### config.mk
export PLATFORM = sky130hd
export DESIGN_NAME = vga_watermark_compositor
export DESIGN_NICKNAME = d
export VERILOG_FILES = /design/src/rtl/vga_watermark_compositor.sv
export SDC_FILE = /design/constraint.sdc
export NUM_CORES = 1
export LEC_CHECK = 0
export CORE_ASPECT_RATIO = 0.5
export CORE_MARGIN = 5
export CORE_UTILIZATION = 56
export CTS_CLUSTER_DIAMETER = 50
export DETAILED_ROUTE_END_ITERATION = 6
export PLACE_DENSITY = 0.84
export SLEW_MARGIN = 20
export SYNTH_ARGS = -nofsm -noshare
export SYNTH_HDL_FRONTEND = slang
export SYNTH_SLANG_ARGS = --single-unit
### constraint.sdc
create_clock -name clk -period 7.65 [get_ports clk]
set_clock_uncertainty 0.1 [all_clocks]
set_input_delay 1.1475 -clock clk [delete_from_list [all_inputs] [get_ports clk]]
set_output_delay 1.1475 -clock clk [all_outputs]
set_load 0.02 [all_outputs]
### src/rtl/vga_watermark_compositor.sv
// VGA scan-out with per-frame source selection, keyed watermark alpha blend
// and a flat status colour while the processor is busy.
module vga_watermark_compositor #(
    parameter int          CLK_DIV    = 4,
    parameter int          NUM_SRC    = 3,
    parameter int          SEL_W      = 2,
    parameter int          H_ACTIVE   = 640,
    parameter int          H_FP       = 16,
    parameter int          H_SYNC     = 96,
    parameter int          H_BP       = 48,
    parameter int          V_ACTIVE   = 480,
    parameter int          V_FP       = 10,
    parameter int          V_SYNC     = 2,
    parameter int          V_BP       = 33,
    parameter logic        SYNC_POL   = 1'b0,
    parameter logic [11:0] KEY_COLOR  = 12'h000,
    parameter logic [11:0] WAIT_COLOR = 12'h888
) (
    input  logic                   clk,
    input  logic                   rst_n,
    input  logic [12*NUM_SRC-1:0]  src_pix,
    input  logic [SEL_W-1:0]       src_sel,
    input  logic [11:0]            water_pix,
    input  logic                   water_en,
    input  logic [1:0]             alpha_sh,
    input  logic                   waiting,
    input  logic                   done,
    output logic [9:0]             pix_x,
    output logic [9:0]             pix_y,
    output logic                   pix_valid,
    output logic                   frame_start,
    output logic [11:0]            COLOR_OUT,
    output logic                   HS,
    output logic                   VS
);

    localparam int H_TOTAL = H_ACTIVE + H_FP + H_SYNC + H_BP;
    localparam int V_TOTAL = V_ACTIVE + V_FP + V_SYNC + V_BP;
    localparam int DIV_W   = (CLK_DIV > 1) ? $clog2(CLK_DIV) : 1;

    localparam logic [DIV_W-1:0] DIV_LAST = DIV_W'(CLK_DIV - 1);
    localparam logic [9:0] H_LAST  = 10'(H_TOTAL - 1);
    localparam logic [9:0] V_LAST  = 10'(V_TOTAL - 1);
    localparam logic [9:0] H_ACT   = 10'(H_ACTIVE);
    localparam logic [9:0] V_ACT   = 10'(V_ACTIVE);
    localparam logic [9:0] HS_BEG  = 10'(H_ACTIVE + H_FP);
    localparam logic [9:0] HS_END  = 10'(H_ACTIVE + H_FP + H_SYNC - 1);
    localparam logic [9:0] VS_BEG  = 10'(V_ACTIVE + V_FP);
    localparam logic [9:0] VS_END  = 10'(V_ACTIVE + V_FP + V_SYNC - 1);

    // Per component: c - (c>>s) + (w>>s); never exceeds 15, so no clamp.
    function automatic logic [11:0] blend(input logic [11:0] c, input logic [11:0] w,
                                          input logic [1:0] s);
        logic [11:0] res;
        logic [3:0]  cc;
        logic [3:0]  ww;
        res = '0;
        for (int k = 0; k < 3; k++) begin
            cc = c[4*k +: 4];
            ww = w[4*k +: 4];
            res[4*k +: 4] = cc - (cc >> s) + (ww >> s);
        end
        return res;
    endfunction

    logic [DIV_W-1:0] div_q, div_d;
    logic [9:0]       h_cnt_q, h_cnt_d;
    logic [9:0]       v_cnt_q, v_cnt_d;
    logic             tick;
    logic             frame_tick;

    logic [9:0]       pix_x_q, pix_y_q;
    logic             vld_p0_q, hs_p0_q, vs_p0_q;
    logic             frame_start_q;

    logic [11:0]      pix_p1_q, water_p1_q;
    logic             vld_p1_q, hs_p1_q, vs_p1_q, wait_p1_q;

    logic [11:0]      color_q, color_d;
    logic             hs_q, vs_q;

    logic [SEL_W-1:0] sel_q, sel_d;
    logic             en_q;
    logic [1:0]       sh_q;
    logic             done_seen_q;
    logic [11:0]      src_mux;

    assign tick       = (div_q == DIV_LAST);
    assign frame_tick = tick && (h_cnt_q == 10'd0) && (v_cnt_q == 10'd0);

    always_comb begin
        div_d   = tick ? '0 : div_q + DIV_W'(1);
        h_cnt_d = h_cnt_q;
        v_cnt_d = v_cnt_q;
        if (tick) begin
            if (h_cnt_q == H_LAST) begin
                h_cnt_d = 10'd0;
                v_cnt_d = (v_cnt_q == V_LAST) ? 10'd0 : v_cnt_q + 10'd1;
            end else begin
                h_cnt_d = h_cnt_q + 10'd1;
            end
        end
    end

    always_comb begin
        sel_d = (32'(src_sel) < NUM_SRC) ? src_sel : '0;
    end

    always_comb begin
        src_mux = src_pix[11:0];
        for (int k = 0; k < NUM_SRC; k++) begin
            if (sel_q == SEL_W'(k)) src_mux = src_pix[12*k +: 12];
        end
    end

    always_comb begin
        color_d = 12'h000;
        if (vld_p1_q) begin
            if (wait_p1_q)
                color_d = WAIT_COLOR;
            else if (!done_seen_q)
                color_d = 12'h000;
            else if (en_q && (water_p1_q != KEY_COLOR))
                color_d = blend(pix_p1_q, water_p1_q, sh_q);
            else
                color_d = pix_p1_q;
        end
    end

    always_ff @(posedge clk or negedge rst_n) begin
        if (!rst_n) begin
            div_q         <= '0;
            h_cnt_q       <= '0;
            v_cnt_q       <= '0;
            pix_x_q       <= '0;
            pix_y_q       <= '0;
            vld_p0_q      <= 1'b0;
            hs_p0_q       <= 1'b0;
            vs_p0_q       <= 1'b0;
            frame_start_q <= 1'b0;
            pix_p1_q      <= '0;
            water_p1_q    <= '0;
            vld_p1_q      <= 1'b0;
            hs_p1_q       <= 1'b0;
            vs_p1_q       <= 1'b0;
            wait_p1_q     <= 1'b0;
            color_q       <= '0;
            hs_q          <= ~SYNC_POL;
            vs_q          <= ~SYNC_POL;
            sel_q         <= '0;
            en_q          <= 1'b0;
            sh_q          <= '0;
            done_seen_q   <= 1'b0;
        end else begin
            div_q         <= div_d;
            h_cnt_q       <= h_cnt_d;
            v_cnt_q       <= v_cnt_d;
            frame_start_q <= frame_tick;
            if (done) done_seen_q <= 1'b1;
            // Frame controls only change at the frame boundary, and only once done was seen.
            if (frame_tick && done_seen_q) begin
                sel_q <= sel_d;
                en_q  <= water_en;
                sh_q  <= alpha_sh;
            end
            if (tick) begin
                // Stage 0: address and raw timing flags
                pix_x_q  <= h_cnt_q;
                pix_y_q  <= v_cnt_q;
                vld_p0_q <= (h_cnt_q < H_ACT) && (v_cnt_q < V_ACT);
                hs_p0_q  <= (h_cnt_q >= HS_BEG) && (h_cnt_q <= HS_END);
                vs_p0_q  <= (v_cnt_q >= VS_BEG) && (v_cnt_q <= VS_END);
                // Stage 1: source data returned for the stage-0 address
                pix_p1_q   <= src_mux;
                water_p1_q <= water_pix;
                vld_p1_q   <= vld_p0_q;
                hs_p1_q    <= hs_p0_q;
                vs_p1_q    <= vs_p0_q;
                wait_p1_q  <= waiting;
                // Stage 2: pin registers
                color_q <= color_d;
                hs_q    <= hs_p1_q ? SYNC_POL : ~SYNC_POL;
                vs_q    <= vs_p1_q ? SYNC_POL : ~SYNC_POL;
            end
        end
    end

    assign pix_x       = pix_x_q;
    assign pix_y       = pix_y_q;
    assign pix_valid   = vld_p0_q;
    assign frame_start = frame_start_q;
    assign COLOR_OUT   = color_q;
    assign HS          = hs_q;
    assign VS          = vs_q;

endmodule

==> reports/qor.txt <==
Status: finished clean
Post-route ant nets: 0
Peak supply drop: 0.126 mV
CP Cell Sequence: nor2b_1 -> a21oi_1 -> fa_1 -> inv_1 -> ha_1 -> a21o_1 -> a21oi_1 -> xnor2_1 -> o21ai_0
Clock slew at reported path FFs: 70 ps
Routability Congestion: 0.853
Post-DR wirelength/cell: 16.1 um
Critical path depth: 9
Static leakage: 2.92 nW
Post-Route WL: 11400 um
Worst path buffer plus inverter count: 1
Worst Hold Class: reg2reg
TNS Setup: 0 ps
Async set-reset flop share out of synthesis: 1.00
Initial Utilization: 0.569
R2R Setup Slk: 4340 ps
Pwr dens: 199 nW/um^2
Worst reg2reg startpoint: sh_q[0]$_DFFE_PN0P_
Worst-skew pair later-pin latency: 340 ps
Post-Syn Nets: 589
Measured slew at the worst slew-check pin: 924 ps
Required time of the worst setup path: 7750 ps
Max frequency: 0.302 GHz
Chip Width: 148 um
Metal2 WL: 5750 um
Total congestion overflow: 0
GRT Total Usage: 0.206
Ys Warns: 0
Die area: 11700 um^2
Num CTS Buffers: 9
EDFF count, synth: 0
Routed vias/inst: 5.60
CP dominant cell by count: a21oi_1
Post-CTS repair timing setup buffer count: 0
Max Slew Vio Count: 0
Critical Path End Type: register
CP Data Arrival Time: 3410 ps
Mapped Area: 5340 um^2
Overall Power: 1.31 mW
Most used flip-flop cell after synthesis: dfrtp_1
Met1 WL: 5010 um
Slowest CP cell: dfrtp_1
FF+latch count, synth: 94
Post-cts repair resize count: 0
Critical Path Source Type: register
Final nets: 664
IO Pins: 93
Ant diodes: 0
Relative slew slack: 0.384
CTS Hold Buffers Added: 0
First-pass GRT wire length: 19500 um
Reg2Reg Depth: 9
Pin count of the biggest net entering global routing: 82
Mean Syn Cell Area: 10.6 um^2
Unrepaired setup endpoints after global routing: no
Fin crit period: 3310 ps
Htree depth: 3
Worst hold path cell count: 1
Detailed Place HPWL: 8170 um
Synth Instances: 506
CTS tree: yes
End point of the worst hold path: HS$_DFFE_PN1P_
Initial antenna violation count: 0
End of the worst register-to-register path: COLOR_OUT[3]$_DFFE_PN0P_
Layout cells sized above 1: 0.150
Post-synthesis sequential area ratio: 0.441
Die Y: 79.1 um
DR vias: 3958
Crit path max-delay family: flip-flops
Final hold vios: 0
Highest Signal Layer: met4
Clock sinks: 94
Final Core Density: 0.703
Max clock buf depth: 2
Worst stage delay on the critical path: 920 ps
Pre-antenna DRT Iters: 4
Starting DRT DRC Count: 255
Max-Cap Viols: 0
CTS Root Cell: clkbuf_16
Vias in the first global route: 3962
Layout area overhead: 23.4%
Worst hold start: hs_p1_q$_DFFE_PN0P_
Period utilization: 0.433
DRC errors left: 0
Crit Path Max Fanout: 27
FP Rows: 25
Final setup violation count: 0
Core outline area: 9380 um^2
Synth cell types: 45
Number of buffers added on ports: 92
Metal3 WL: 493 um
Setup CP Type: reg2reg
-- flip-flops by register name, indices dropped and copies added, names as in the netlist, 2 cells and up --
signal,count
div_q,2
pix_x,10
v_cnt_q,10
pix_p1_q,12
COLOR_OUT,12
sh_q,2
h_cnt_q,10
water_p1_q,12
pix_y,10
sel_q,2
-- kinds of logic after synthesis --
| logic type | count (synthesis) | share of synthesized area |
|---|---|---|
| simple gates | 108 | 0.112 |
| flops | 94 | 0.441 |
| compound gates | 91 | 0.101 |
| mux | 85 | 0.173 |
| buf+inv | 81 | 0.0663 |
| fa+ha+maj | 26 | 0.0735 |
| xor+xnor | 21 | 0.0344 |
-- where the power goes --
part	internal [mW]	switching, mW
combinational	0.152	0.135
clock	0.274	0.190
sequential	0.524	0.0364
total	0.949	0.362
-- worst max-delay path by stage --
stage                        start                       end
3_5_place_dp   sh_q[1]$_DFFE_PN0P_  COLOR_OUT[3]$_DFFE_PN0P_
5_1_grt        sh_q[1]$_DFFE_PN0P_  COLOR_OUT[3]$_DFFE_PN0P_
4_1_cts        sh_q[0]$_DFFE_PN0P_  COLOR_OUT[7]$_DFFE_PN0P_
6_report       sh_q[0]$_DFFE_PN0P_  COLOR_OUT[3]$_DFFE_PN0P_
3_3_place_gp   sh_q[0]$_DFFE_PN0P_  COLOR_OUT[7]$_DFFE_PN0P_
2_1_floorplan  sh_q[1]$_DFFE_PN0P_  COLOR_OUT[7]$_DFFE_PN0P_
-- worst reg2reg max path, cell delays in order (launching register included) --
cell and delay [ps]:
dfrtp_1 920, nor2b_1 490, a21oi_1 160, fa_1 560, inv_1 60, ha_1 290
a21o_1 160, a21oi_1 170, xnor2_1 150, o21ai_0 120
-- synth_stat cells, types with 2 or more instances --
master	number	share of area
o31ai_1	2	0.0028
mux2_2	50	0.11
o22ai_1	10	0.012
xor2_1	6	0.0098
dfrtp_1	92	0.43
o21ai_0	29	0.027
nor2b_1	15	0.018
nand4b_1	2	0.0033
inv_1	50	0.035
clkbuf_1	16	0.011
mux2_4	2	0.0056
nand2_1	29	0.020
dfstp_2	2	0.0098
xnor2_1	15	0.025
nand4_1	4	0.0047
nor4_1	9	0.011
buf_4	3	0.0042
nor2_1	20	0.014
nand3_1	6	0.0056
o211ai_1	5	0.0070
buf_1	6	0.0042
a31oi_1	6	0.0070
a21oi_1	22	0.021
or2_2	4	0.0047
a211oi_1	13	0.018
fa_1	9	0.034
and3_1	3	0.0035
nand3b_1	3	0.0042
ha_1	17	0.040
buf_6	5	0.011
a21o_1	3	0.0042
or4_1	3	0.0042
mux2i_1	33	0.062
-- layer usage --
metal	vias to the layer above	GRT usage
li1	1905	-
met1	1974	0.266
met2	68	0.353
met3	11	0.0490
met4	0	0.0535
met5	-	0
-- cell usage in the layout (no fill, tap or decap), types with 16 or more instances in the layout --
master           synthesis  final
dfrtp_1                 92     91
clkdlybuf4s50_1          0     91
inv_1                   50     50
mux2_2                  50     50
mux2i_1                 33     33
nand2_1                 29     29
o21ai_0                 29     29
a21oi_1                 22     22
nor2_1                  20     20
ha_1                    17     16
-- through the flow --
stage / setup WS (ps) / hold slack, ps / instances / area, um^2
floorplan: 4810 / 288 / 506 / 5340
global placement: 4560 / 298 / 691 / 6270
detailed placement: 4390 / 305 / 691 / 6270
CTS: 4360 / 315 / 707 / 6590
global route: 4060 / 340 / 707 / 6600
finish: 4340 / 308 / 707 / 6600
-- final cells by class --
type	count	area, um^2
well taps	121	151
multi-input cells	331	2640
clock inverters	5	63.8
repair buffers	95	941
clock buffers	11	253
inverters	50	188
fillers	673	2790
flip-flops and latches	94	2360
Note: power is estimated with default switching activity, not from simulation.
